--- src/rtl/logic_ctrl_pkg.sv ---
// Shared constants for the byte-serial logic sequencer: opcodes, FSM states, lane width.
// BYTE_LOGIC_XOR_EN enables opcode 10 (XOR); otherwise 10 and 11 are both unsupported.
package logic_ctrl_pkg;

   localparam int LANE_W = 8;

   localparam logic [1:0] OP_AND  = 2'b00;
   localparam logic [1:0] OP_OR   = 2'b01;
   localparam logic [1:0] OP_XOR  = 2'b10;
   localparam logic [1:0] OP_RSVD = 2'b11;

   typedef enum logic [1:0] {
      ST_IDLE = 2'd0,
      ST_RUN  = 2'd1,
      ST_DONE = 2'd2
   } state_t;

   function automatic logic op_supported(input logic [1:0] op);
      case (op)
         OP_AND, OP_OR: return 1'b1;
`ifdef BYTE_LOGIC_XOR_EN
         OP_XOR:        return 1'b1;
`endif
         default:       return 1'b0;
      endcase
   endfunction

endpackage

--- src/rtl/logic_slice_8.sv ---
// Combinational 8-bit logic slice; unsupported opcodes yield 0x00.
// The XOR path exists only when BYTE_LOGIC_XOR_EN is defined.
module logic_slice_8
   import logic_ctrl_pkg::*;
(
   input  logic [LANE_W-1:0] a,
   input  logic [LANE_W-1:0] b,
   input  logic [1:0]        op,
   output logic [LANE_W-1:0] y
);

   always_comb begin
      y = '0;
      case (op)
         OP_AND:  y = a & b;
         OP_OR:   y = a | b;
`ifdef BYTE_LOGIC_XOR_EN
         OP_XOR:  y = a ^ b;
`endif
         default: y = '0;
      endcase
   end

endmodule

--- src/rtl/byte_serial_logic_ctrl.sv ---
// Sequencer computing WIDTH-bit bitwise logic one byte per cycle, LSB byte first, through one slice.
// BYTE_LOGIC_XOR_EN enables XOR for opcode 10.
module byte_serial_logic_ctrl
   import logic_ctrl_pkg::*;
#(
   parameter int WIDTH = 32
) (
   input  logic             clock,
   input  logic             reset,
   input  logic             in_valid,
   output logic             in_ready,
   input  logic [1:0]       in_op,
   input  logic [WIDTH-1:0] in_a,
   input  logic [WIDTH-1:0] in_b,
   output logic             out_valid,
   input  logic             out_ready,
   output logic [WIDTH-1:0] out_data,
   output logic             out_err
);

   localparam int NBYTES = WIDTH / LANE_W;
   localparam int IDX_W  = (NBYTES > 1) ? $clog2(NBYTES) : 1;
   localparam logic [IDX_W-1:0] IDX_LAST = IDX_W'(NBYTES - 1);

   state_t           state_q, state_d;
   logic [IDX_W-1:0] idx_q, idx_d;
   logic [WIDTH-1:0] a_q, a_d, b_q, b_d, data_q, data_d;
   logic [1:0]       op_q, op_d;
   logic             err_q, err_d;

   logic [LANE_W-1:0] a_lane [NBYTES];
   logic [LANE_W-1:0] b_lane [NBYTES];
   logic [LANE_W-1:0] slice_y;

   for (genvar gi = 0; gi < NBYTES; gi++) begin : g_lane
      assign a_lane[gi] = a_q[gi*LANE_W +: LANE_W];
      assign b_lane[gi] = b_q[gi*LANE_W +: LANE_W];
   end

   logic_slice_8 u_slice (
      .a  (a_lane[idx_q]),
      .b  (b_lane[idx_q]),
      .op (op_q),
      .y  (slice_y)
   );

   always_comb begin
      state_d = state_q;
      idx_d   = idx_q;
      a_d     = a_q;
      b_d     = b_q;
      op_d    = op_q;
      data_d  = data_q;
      err_d   = err_q;
      case (state_q)
         ST_IDLE: begin
            if (in_valid) begin
               a_d     = in_a;
               b_d     = in_b;
               op_d    = in_op;
               data_d  = '0;
               err_d   = !op_supported(in_op);
               idx_d   = '0;
               state_d = ST_RUN;
            end
         end
         ST_RUN: begin
            for (int i = 0; i < NBYTES; i++) begin
               if (idx_q == IDX_W'(i)) data_d[i*LANE_W +: LANE_W] = slice_y;
            end
            idx_d = idx_q + IDX_W'(1);
            if (idx_q == IDX_LAST) state_d = ST_DONE;
         end
         ST_DONE: begin
            if (out_ready) state_d = ST_IDLE;
         end
         default: state_d = ST_IDLE;
      endcase
   end

   always_ff @(posedge clock) begin
      if (reset) begin
         state_q <= ST_IDLE;
         idx_q   <= '0;
         a_q     <= '0;
         b_q     <= '0;
         op_q    <= OP_AND;
         data_q  <= '0;
         err_q   <= 1'b0;
      end else begin
         state_q <= state_d;
         idx_q   <= idx_d;
         a_q     <= a_d;
         b_q     <= b_d;
         op_q    <= op_d;
         data_q  <= data_d;
         err_q   <= err_d;
      end
   end

   // Handshake outputs depend only on state (plus reset masking of in_ready).
   assign in_ready  = (state_q == ST_IDLE) && !reset;
   assign out_valid = (state_q == ST_DONE);
   assign out_data  = data_q;
   assign out_err   = err_q;

endmodule

--- config.mk ---
export PLATFORM = sky130hd
export DESIGN_NAME = byte_serial_logic_ctrl
export DESIGN_NICKNAME = d
export VERILOG_FILES = /design/src/rtl/logic_ctrl_pkg.sv /design/src/rtl/logic_slice_8.sv /design/src/rtl/byte_serial_logic_ctrl.sv
export SDC_FILE = /design/constraint.sdc
export NUM_CORES = 1
export LEC_CHECK = 0
export ABC_AREA = 1
export CAP_MARGIN = 20
export CORE_MARGIN = 8
export CORE_UTILIZATION = 53
export DETAILED_ROUTE_END_ITERATION = 10
export GPL_ROUTABILITY_DRIVEN = 0
export PLACE_DENSITY = 0.92
export SETUP_SLACK_MARGIN = 0.4
export SLEW_MARGIN = 10
export SYNTH_ARGS = -nofsm -noshare
export SYNTH_HDL_FRONTEND = slang
export SYNTH_SLANG_ARGS = --single-unit
--- constraint.sdc ---
create_clock -name clock -period 2.9 [get_ports clock]
set_clock_uncertainty 0.2 [all_clocks]
set_input_delay 0.87 -clock clock [delete_from_list [all_inputs] [get_ports clock]]
set_output_delay 0.87 -clock clock [all_outputs]
set_load 0.02 [all_outputs]
# Yosys cells after proc, flatten, opt, wreduce, memory -nomap -nowiden
# Cells that the tools add are included.
[totals]
regBits = 103
out_inout_bits = 35
elab_cells = 66
[classes]
addsub = 1
n_lt_le_gt_ge = 1
n_eq_ne = 13
mux = 22
n_bitwise = 3
n_reduce_logical = 16
[ops]
columns = ["cell", "n"]
rows = [
  ["8-bit two-way mux", 8],
  ["32-bit case mux with 2 select lines", 1],
  ["8-bit binary-select mux with 2-bit select", 2],
  ["32-bit two-way mux", 1],
  ["8-bit case mux with 2 select lines", 1],
  ["3-bit AND reduction", 5],
  ["2-bit != test (second input constant)", 5],
  ["8-bit AND", 1],
  ["2-bit by 1-bit == test with 1-bit output (second input constant)", 4],
  ["2-bit zero test", 4],
  ["2-bit two-way mux", 4],
  ["8-bit OR", 1],
  ["2-bit == test (second input constant)", 3],
  ["2-bit case mux with 3 select lines", 1],
  ["2-bit case mux with 2 select lines", 1],
  ["2-bit AND reduction", 2],
  ["3-bit >= comparator (second input constant)", 1],
  ["1-bit two-way mux", 3],
  ["2-bit NOT with 3-bit output", 1],
  ["2-bit by 1-bit adder with 2-bit output (second input constant)", 1],
  ["1-bit zero test", 2],
  ["2-bit by 1-bit != test with 1-bit output (second input constant)", 1],
  ["2-bit nonzero test", 1],
  ["2-bit OR reduction", 1],
  ["1-bit logical AND", 1],
]

# Logic depth before layout (Yosys ltp)
[logic_depth]
ltp_word = 8
mapped_depth = 9
mapped_depth_nobuf = 8

# By module
# From an unflattened synthesis, not the netlist that was laid out.
[hier_totals]
cells_unflattened = 641
hier_area_um2 = 4453.0
[modules_own_cells]
columns = ["module", "instances", "cells_each", "area_per_inst_um2", "seq_area_each_um2"]
rows = [
  ["byte_serial_logic_ctrl", 1, 574, 4196.5, 2062.0],
  ["logic_slice_8", 1, 67, 256.5, 0.0],
]

# Worst setup path before layout
# No wires, ideal clock.
[synth_path]
kind = "input to output"
startpoint = "input reset"
endpoint = "output in_ready"
arrival_time_ps = 1325
t_required_ps = 1830
slack_ps = 505
path_stages = 1
path_buffers = 0
cell_sequence = "nor3_1"
[synth_via]
elab_chain_cells = 2
[synth_rtl]
columns = ["element", "line_no", "text"]
rows = [
  ["from (decl)", "byte_serial_logic_ctrl.sv:9", "input logic reset,"],
  ["1-bit zero test", "byte_serial_logic_ctrl.sv:102", "assign in_ready = (state_q == ST_IDLE) && !reset;"],
  ["1-bit logical AND", "byte_serial_logic_ctrl.sv:102", ""],
  ["to (decl)", "byte_serial_logic_ctrl.sv:11", "output logic in_ready,"],
]
# Every way passes these cells.

# Worst setup path in the final report
[layout_path]
startpoint = "register data_q[15] (netlist: out_data[15])"
endpoint = "output out_data[15]"
[layout_rtl]
columns = ["element", "line_no", "text"]
rows = [
  ["from (decl)", "byte_serial_logic_ctrl.sv:27", "logic [WIDTH-1:0] a_q, a_d, b_q, b_d, data_q, data_d;"],
  ["from (signal assigned)", "byte_serial_logic_ctrl.sv:96", "data_q <= data_d;"],
  ["to (decl)", "byte_serial_logic_ctrl.sv:17", "output logic [WIDTH-1:0] out_data,"],
]
# No word-level cell between the ends.

==> flow_metrics.tcl <==
set metrics [dict create \
    clk_pin_slew_worst_paths_ps 110 \
    hold_depth 2 \
    grt_start_max_net_pins 94 \
    slew_headroom_pct 53.9 \
    synthToLayoutAreaGrowth_pct 29.4 \
    dp_cells 779 \
    fmax_ghz 0.409 \
    grt_pass1_vias 4030 \
    clock_latency_ps 370 \
    portBuffers 104 \
    die_y_um 107 \
    vias_per_cell 5.33 \
    path_depth 1 \
    reg2reg_to "out_data[18]$_SDFFE_PP0P_" \
    yosysTopAreaCellShare_pct 47.5 \
    drc 0 \
    critical_path.max_stage_delay_ps 630 \
    synth_cell_types 25 \
    finalHoldViolations 0 \
    leakage_nw 2.27 \
    cts_hold_buf 0 \
    critPathRequiredTime_ps 1830 \
    critPathBufInv 1 \
    drt.antenna.violating_nets 0 \
    ios 105 \
    cts_setup_buffers 0 \
    grt_use_total_pct 20.5 \
    synth_nets 674 \
    ys_async_sr_fraction_pct 0 \
    fin_cells 795 \
    worst-setup-path-type "reg -> out" \
    drt-total-wl_um 11500 \
    slew_viol_final 0 \
    n_fill_cell 651 \
    powerDensity_nw_per_um2 575 \
    fin_util_pct 69.4 \
    crit_path_end_kind "output port" \
    cts_max_path_buffers 2 \
    cp_top_family "buffers and inverters" \
    r2r_setup_slack_ps 670 \
    r2r_start "idx_q[0]$_SDFFE_PP0P_" \
    synth_area_leaders "dfxtp_1, o21ai_0, nor2_1, nand2_1, a21oi_1" \
    synth_edf_count 0 \
    dr.pass1.iters 5 \
    wl_per_cell_um 14.5 \
    start_kind "flop" \
    synth_commonest_cells "dfxtp_1, nor2_1, nand2_1, o21ai_0, a21oi_1" \
    synthFlopType "dfxtp_1" \
    nets 759 \
    finalSetupViolCount 0 \
    rsz0062_at_grt "no" \
    overflow 0 \
    avgSynthCellArea_um2 7.24 \
    period_needed_ps 2440 \
    numCtsBuffers 9 \
    cap_violations 0 \
    peakVddDrop_v 0.000295 \
    worst-slew-pin-transition_ps 690 \
    floorplan.initialDensity_pct 53.7 \
    cts_tree "yes" \
    antenna_cells 0 \
    cts.sinks 103 \
    synth-seq-cells 103 \
    timing.critical_path.from "out_data[15]$_SDFFE_PP0P_" \
    yosys_warnings 0 \
    hpwl_um 8130 \
    cts_root_buf "clkbuf_8" \
    synthCells 600 \
    hp-start "a_q[10]$_SDFFE_PP0P_" \
    hp-class "reg -> reg" \
    syn-cell-area_um2 4340 \
    finalCritPeriodShare_pct 84.2 \
    cp_cell_sequence "clkdlybuf4s50_1" \
    multi_input_area_um2 1930 \
    ys_seq_area_share_pct 47.5 \
    crit_fanout 2 \
    whs_endpoint "a_q[10]$_SDFFE_PP0P_" \
    die_w_um 107 \
    core_um2 8090 \
    synth_most_common_cell "dfxtp_1" \
    slowest_stage "clkdlybuf4s50_1" \
    ctsHtreeMaxLevel 3 \
    whs_ps 260 \
    die_area_um2 11300 \
    fp-row-count 33 \
    worstPathArrival_ps 1370 \
    drt_iter0_drc 291 \
    yosysTopAreaCell "dfxtp_1" \
    grt_antenna_before_repair 0 \
    vias 4238 \
    status "completed" \
    drive_gt1_share_pct 7.25 \
    grt_pass1_wl_um 19000 \
    reg2reg_depth 7 \
    seq_area_um2 2060 \
]
## per-stage QoR
step	setup WS, ps	setup TNS [ps]	cell area (um^2)	total power [mW]
after CTS	361	0	5610	3.23
after floorplan	505	0	4340	2.02
after global routing	411	0	5620	3.38
final	457	0	5620	3.23
after global placement	-225	-225	5400	2.25
after detailed placement	-228	-228	5400	2.28
## area by class of cell
class,count,area share [%]
flip-flops and latches,103,36.7
multi-input cells,415,34.3
repair buffers,112,19.7
inverters,44,2.98
well taps,105,2.34
clock buffers,9,2.20
clock inverters,7,1.74
## metal layers
metal / global-route usage, % / up-vias / routed length (um)
met5: 0 / - / 0
met4: 9.45 / 0 / 331
met3: 5.32 / 31 / 855
met2: 32.5 / 166 / 5300
met1: 25.5 / 1929 / 5040
li1: - / 2112 / -
## state kept, by name, summed over array words and instances, names as in the netlist
name      cells
out_err       1
out_data     32
a_q          32
op_q          2
idx_q         2
state_q       2
b_q          32
## how the worst max path moves through the flow
| stage | endpoint | slack (ps) |
|---|---|---|
| after detailed placement | in_ready | -230 |
| after global routing | out_data[15] | 410 |
| after CTS | in_ready | 360 |
| final | out_data[15] | 460 |
| after floorplan | in_ready | 500 |
| after global placement | in_ready | -230 |
## cells by family after synthesis
family | share of synthesized area, %
fa+ha+maj | 1.15
simple gates | 22.5
compound gates | 20.7
flops | 47.5
buf+inv | 8.15
## timing repair
item	4_1_cts	5_1_grt
endpoints found under the setup margin	2	16
gates resized for setup	7	4
hold endpoints to repair	0	0
pin swaps	1	1
## cell usage in the layout, fill, tap and decap left out, drive strengths merged
master         count
clkdlybuf4s15      1
clkbuf             9
clkinv             3
bufinv             1
nand3             33
o21a               1
inv               47
dfxtp            103
dlygate4sd2        1
nand2            106
clkdlybuf4s50    101
o21ai            100
a211oi             1
a21oi             70
nor2              98
ha                 4
buf                9
or2                1
nor3               1
## power by group
group | switching [mW] | total, mW | internal [mW]
combinational | 0.377 | 0.658 | 0.281
sequential | 0.0641 | 1.60 | 1.53
clock | 0.545 | 0.974 | 0.429
total | 0.986 | 3.23 | 2.24
Note: power is estimated with default switching activity, not from simulation.
